File: config.mk
export PLATFORM = sky130hd
export DESIGN_NAME = pc_sequencer
export DESIGN_NICKNAME = d
export VERILOG_FILES = /design/src/rtl/cpu_pkg.sv /design/src/rtl/status_reg.sv /design/src/rtl/pc_sequencer.sv
export SDC_FILE = /design/constraint.sdc
export NUM_CORES = 1
export LEC_CHECK = 0
export ABC_AREA = 0
export CAP_MARGIN = 20
export CORE_MARGIN = 3
export CORE_UTILIZATION = 45
export DETAILED_ROUTE_END_ITERATION = 8
export PLACE_DENSITY = 0.95
export SYNTH_ARGS = -nofsm -noshare
export SYNTH_HDL_FRONTEND = slang
export SYNTH_SLANG_ARGS = --single-unit
export TNS_END_PERCENT = 100
File: constraint.sdc
create_clock -name clk -period 9.4 [get_ports clk]
set_input_delay 2.82 -clock clk [delete_from_list [all_inputs] [get_ports clk]]
set_output_delay 2.82 -clock clk [all_outputs]
set_load 0.01 [all_outputs]
File: src/rtl/cpu_pkg.sv
// cpu_pkg: shared constants, encodings and helpers for the single-cycle MIPS fetch path.
package cpu_pkg;

    localparam logic [31:0] RESET_PC_DEF = 32'h0000_0000;

    localparam logic [5:0] OP_LW    = 6'b100011;
    localparam logic [5:0] OP_SW    = 6'b101011;
    localparam logic [5:0] OP_BEQ   = 6'b000100;
    localparam logic [5:0] OP_BMV   = 6'b010100;
    localparam logic [5:0] OP_BALN  = 6'b011011;
    localparam logic [5:0] OP_JALPC = 6'b011111;
    localparam logic [5:0] OP_ORI   = 6'b001101;
    localparam logic [5:0] OP_BLEZ  = 6'b000110;
    localparam logic [5:0] OP_BNEAL = 6'b101101;

    localparam logic [5:0] FN_BALRN = 6'b011000;

    typedef enum logic [1:0] {
        LINK_NONE = 2'd0,
        LINK_RA   = 2'd1,
        LINK_RD   = 2'd2
    } link_sel_e;

    function automatic logic [31:0] branch_offset(input logic [15:0] imm16);
        return {{14{imm16[15]}}, imm16, 2'b00};
    endfunction

endpackage

File: src/rtl/status_reg.sv
// status_reg: Z/N/V flag register, updated only by an advancing R-type that is not balrn.
module status_reg
    import cpu_pkg::*;
(
    input  logic        clk,
    input  logic        reset,
    input  logic        pc_en,
    input  logic        rformat,
    input  logic        balrne,
    input  logic [31:0] alu_result,
    input  logic        alu_ovf,
    output logic        stat_z,
    output logic        stat_n,
    output logic        stat_v
);

    logic upd;

    // balrn is R-format but its ALU result is not a flag-producing operation.
    assign upd = pc_en && rformat && !balrne;

    always_ff @(posedge clk) begin
        if (reset) begin
            stat_z <= 1'b0;
            stat_n <= 1'b0;
            stat_v <= 1'b0;
        end else if (upd) begin
            stat_z <= (alu_result == 32'd0);
            stat_n <= alu_result[31];
            stat_v <= alu_ovf;
        end
    end

endmodule

File: src/rtl/pc_sequencer.sv
// pc_sequencer: program counter, next-PC selection and link control for the fetch side.
module pc_sequencer
    import cpu_pkg::*;
#(
    parameter logic [31:0] RESET_PC = RESET_PC_DEF,
    parameter int          ADDR_W   = 32
) (
    input  logic              clk,
    input  logic              reset,
    input  logic              pc_en,
    input  logic [31:0]       instr,
    input  logic              branch,
    input  logic              bmve,
    input  logic              balne,
    input  logic              jalpce,
    input  logic              bleze,
    input  logic              bneale,
    input  logic              balrne,
    input  logic              rformat,
    input  logic [31:0]       alu_result,
    input  logic              alu_ovf,
    input  logic [31:0]       rs_data,
    input  logic [31:0]       rt_data,
    input  logic [31:0]       mem_rdata,
    output logic [ADDR_W-1:0] pc,
    output logic [ADDR_W-1:0] pc_plus4,
    output logic              ne,
    output logic [31:0]       link_addr,
    output logic [1:0]        link_sel,
    output logic              stat_z,
    output logic              stat_n,
    output logic              stat_v
);

    logic [31:0]       pc4;
    logic [31:0]       boff;
    logic [31:0]       jtgt;
    logic [31:0]       btgt;
    logic [31:0]       next_pc;
    link_sel_e         lsel;

    status_reg u_status (
        .clk        (clk),
        .reset      (reset),
        .pc_en      (pc_en),
        .rformat    (rformat),
        .balrne     (balrne),
        .alu_result (alu_result),
        .alu_ovf    (alu_ovf),
        .stat_z     (stat_z),
        .stat_n     (stat_n),
        .stat_v     (stat_v)
    );

    assign pc4       = 32'(pc) + 32'd4;
    assign pc_plus4  = ADDR_W'(pc4);
    assign link_addr = pc4;
    assign ne        = (rs_data != rt_data);
    assign boff      = branch_offset(instr[15:0]);
    assign jtgt      = {pc4[31:28], instr[25:0], 2'b00};
    assign btgt      = pc4 + boff;
    assign link_sel  = lsel;

    // Flags used here are always the registered ones from an earlier R-type.
    always_comb begin
        next_pc = pc4;
        next_pc = (balrne && stat_n)                 ? rs_data   :
                  jalpce                             ? jtgt      :
                  (balne && stat_n)                  ? jtgt      :
                  (bmve && stat_n)                   ? mem_rdata :
                  (bneale && ne)                     ? btgt      :
                  (bleze && (stat_z || stat_n))      ? btgt      :
                  (branch && (alu_result == 32'd0))  ? btgt      : pc4;
        lsel    = (balrne && stat_n)                              ? LINK_RD :
                  (jalpce || (balne && stat_n) || (bneale && ne)) ? LINK_RA : LINK_NONE;
    end

    always_ff @(posedge clk) begin
        if (reset)
            pc <= ADDR_W'(RESET_PC);
        else if (pc_en)
            pc <= ADDR_W'(next_pc);
    end

endmodule
==> impl_metrics.json <==
{
  "first_pass_iters": 5,
  "drc": 0,
  "p_per_area_mw_per_mm2": 96.54,
  "max_freq_ghz": 0.1233,
  "slew_violations": 0,
  "relSlewSlack_pct": 22.12,
  "vias": 6927,
  "synth_flop_cell": "dfxtp_1",
  "initial_core_util_pct": 46.44,
  "num_rows": 39,
  "wirelength_mm": 23.06,
  "die_h_um": 115.2,
  "preCtsSetupSlack_ps": 1415,
  "critical_path_buf_inv_count": 2,
  "worstPathRequired_ps": 6580,
  "dp_hpwl_mm": 18.13,
  "synth_cell_types": 63,
  "synth-seq-cells": 35,
  "cts_tree": "built",
  "syn_inst": 749,
  "cts_hold_buf": 0,
  "worstSetupStartpoint": "rs_data[13]",
  "finalWeightedCongestion": 0.9438,
  "grt_max_degree": 61,
  "io_pins": 274,
  "crit_type": "input port to primary output",
  "startpoint_type": "input port",
  "cpPeakStageDelay_ps": 510,
  "drv_cap": 0,
  "grt_util_all_layers_pct": 33.25,
  "p_leak_uw": 0.003011,
  "drive_gt1_share_pct": 3.340,
  "synth_edf_count": 0,
  "via_per_inst": 6.292,
  "finalClockSkew_ps": 3.476,
  "critical_path.cell_chain": "clkdlybuf4s50_1, xnor2_1, nand4_1, nor4_1, nand2_1, a21oi_1, nor2_1, clkdlybuf4s50_1",
  "hold_class": "flip-flop to flip-flop",
  "antenna_found_initial": 0,
  "clk_latency_ps": 280,
  "numCtsBuffers": 5,
  "timing.final.crit_share_pct": 86.28,
  "wl_per_cell_um": 20.94,
  "slowest_stage": "clkdlybuf4s50_1",
  "syn_to_final_growth_pct": 49.09,
  "die_width_um": 115.2,
  "worst_slack_ps": 1290,
  "ctsHtreeMaxLevel": 2,
  "syn_area_per_cell_um2": 7.170,
  "antenna_cells": 0,
  "layout_common_cells": "266 x clkdlybuf4s50_1, 84 x nor2_1, 68 x xnor2_1, 63 x nand2_1, 48 x a21oi_1",
  "yosys_warnings": 0,
  "timing.rr.start": "pc[2]",
  "synthArstFlopShare_pct": 0,
  "clk_pin_slew_ps": 60,
  "setup_tns_ps": 0,
  "ys_seq_area_share_pct": 13.05,
  "crit_family": "buffers and inverters",
  "grt_pass1_vias": 6629,
  "clockBufferDepth": 2,
  "netlist_area_mm2": 0.005370,
  "design.die.area_mm2": 0.01328,
  "path_common_cell": "clkdlybuf4s50_1",
  "grt_pass1_wl_mm": 34.94,
  "hold_viol": 0,
  "critPathMaxFanout": 3,
  "postCtsSetupBuffers": 0,
  "crit_path_end_kind": "primary output",
  "status": "finished, final reports clean",
  "worstHoldStart": "u_status.stat_v",
  "drt_iter0_markers": 742,
  "coreArea_mm2": 0.01156,
  "setup_violations": 0,
  "cts_root_buf": "clkbuf_16",
  "arrival_ps": 5290,
  "synthesis.nets": 958,
  "period_needed_ps": 8110,
  "grt_overflow_total": 0,
  "cts_resized": 0,
  "max_slew.worst_pin.slew_ps": 1164,
  "rsz0062_at_grt": "false",
  "portBuffers": 267,
  "final_common_cell": "clkdlybuf4s50_1",
  "num-nets-final": 1168,
  "clock_sinks": 35,
  "ant_nets": 0,
  "irDropWorstVdd_v": 0.00006705
}
[state kept, by name, indices dropped and copies added, names as in the netlist]
name and cells:
u_status.stat_n 1, u_status.stat_z 1, pc 32, u_status.stat_v 1
[Yosys cell counts (14+ instances only)]
master	number	area share, %
nand4_1	26	3.0
a211o_1	16	2.6
xor2_1	19	3.1
xnor2_1	68	11
buf_4	34	4.8
nand2_1	63	4.4
nand3_1	27	2.5
clkbuf_1	30	2.1
dfxtp_1	35	13
a21oi_1	49	4.6
o21ai_0	45	4.2
nor3_1	14	1.3
a31oi_1	17	2.0
ha_1	36	8.4
nor2_1	84	5.9
a211oi_1	20	2.8
[through the flow]
step | total power, µW | cell area, µm² | hold slack [ps] | util (%) | cells
floorplan | 417.9 | 5370 | 505.1 | - | 749
global placement | 595.8 | 7874 | 476.3 | 68.08 | 1095
detailed placement | 604.5 | 7874 | 491.8 | 68.08 | 1095
CTS | 767.1 | 8006 | 500.0 | 69.23 | 1101
global route | 819.0 | 8006 | 531.0 | 69.23 | 1101
finish | 772.9 | 8006 | 496.4 | 69.23 | 1101
[worst paths after layout]
kind                     endpoint  slack, ps  depth (start not counted)
setup / recovery      link_sel[0]       1290                          8
hold / removal    u_status.stat_v        500                          2
setup reg to reg           pc[30]       5070                         14
hold reg to reg   u_status.stat_v        500                          2
[metal layers]
metal  wire (µm)  vias to the layer above  part of all wire (%)  GRT usage [%]
met5           0                        -                     0              0
met4         935                        0                   4.1          12.68
met3        2194                       87                   9.5          6.316
met2       10740                      456                    47          55.79
met1        9190                     3213                    40          42.18
li1            -                     3171                     -              -
[where the power goes]
group          internal, µW  switching [µW]
Sequential              160            20.0
Clock                  95.3            65.8
Combinational           223             209
Total                   478             295
[cell type report]
| cell class | count | area (µm²) |
|---|---|---|
| Sequential cell | 35 | 700.7 |
| Clock inverter | 1 | 7.507 |
| Fill cell | 892 | 3558 |
| Multi-Input combinational cell | 629 | 4214 |
| Clock buffer | 5 | 125.1 |
| Tap cell | 143 | 178.9 |
| Timing Repair Buffer | 276 | 2735 |
| Inverter | 12 | 45.04 |
[cell families (layout without fill, tap and decap cells)]
family                     Yosys count  after routing  synth area share, %
and+or+nand+nor                    262            262                23.79
adders and majority gates           37             37                8.760
muxes                               14             14                2.703
DFF                                 35             35                13.05
buffers and inverters               85            294                8.550
xor gates and xnor gates            87             87                14.19
AOI/OAI and AO/OA                  229            229                28.96
[worst reg2reg max path: stages, from the launching register on]
cell and delay [ps]:
dfxtp_1 470, ha_1 230, nand3_1 280, nor4_4 580
nand3_1 160, xnor2_1 540, ha_1 440, inv_1 150
o21ai_0 120, a21oi_1 220, o21ai_0 100, a211oi_1 330
xnor2_1 190, a221oi_1 130, a2111oi_2 300
No activity file was read; power rests on OpenSTA's default activity.
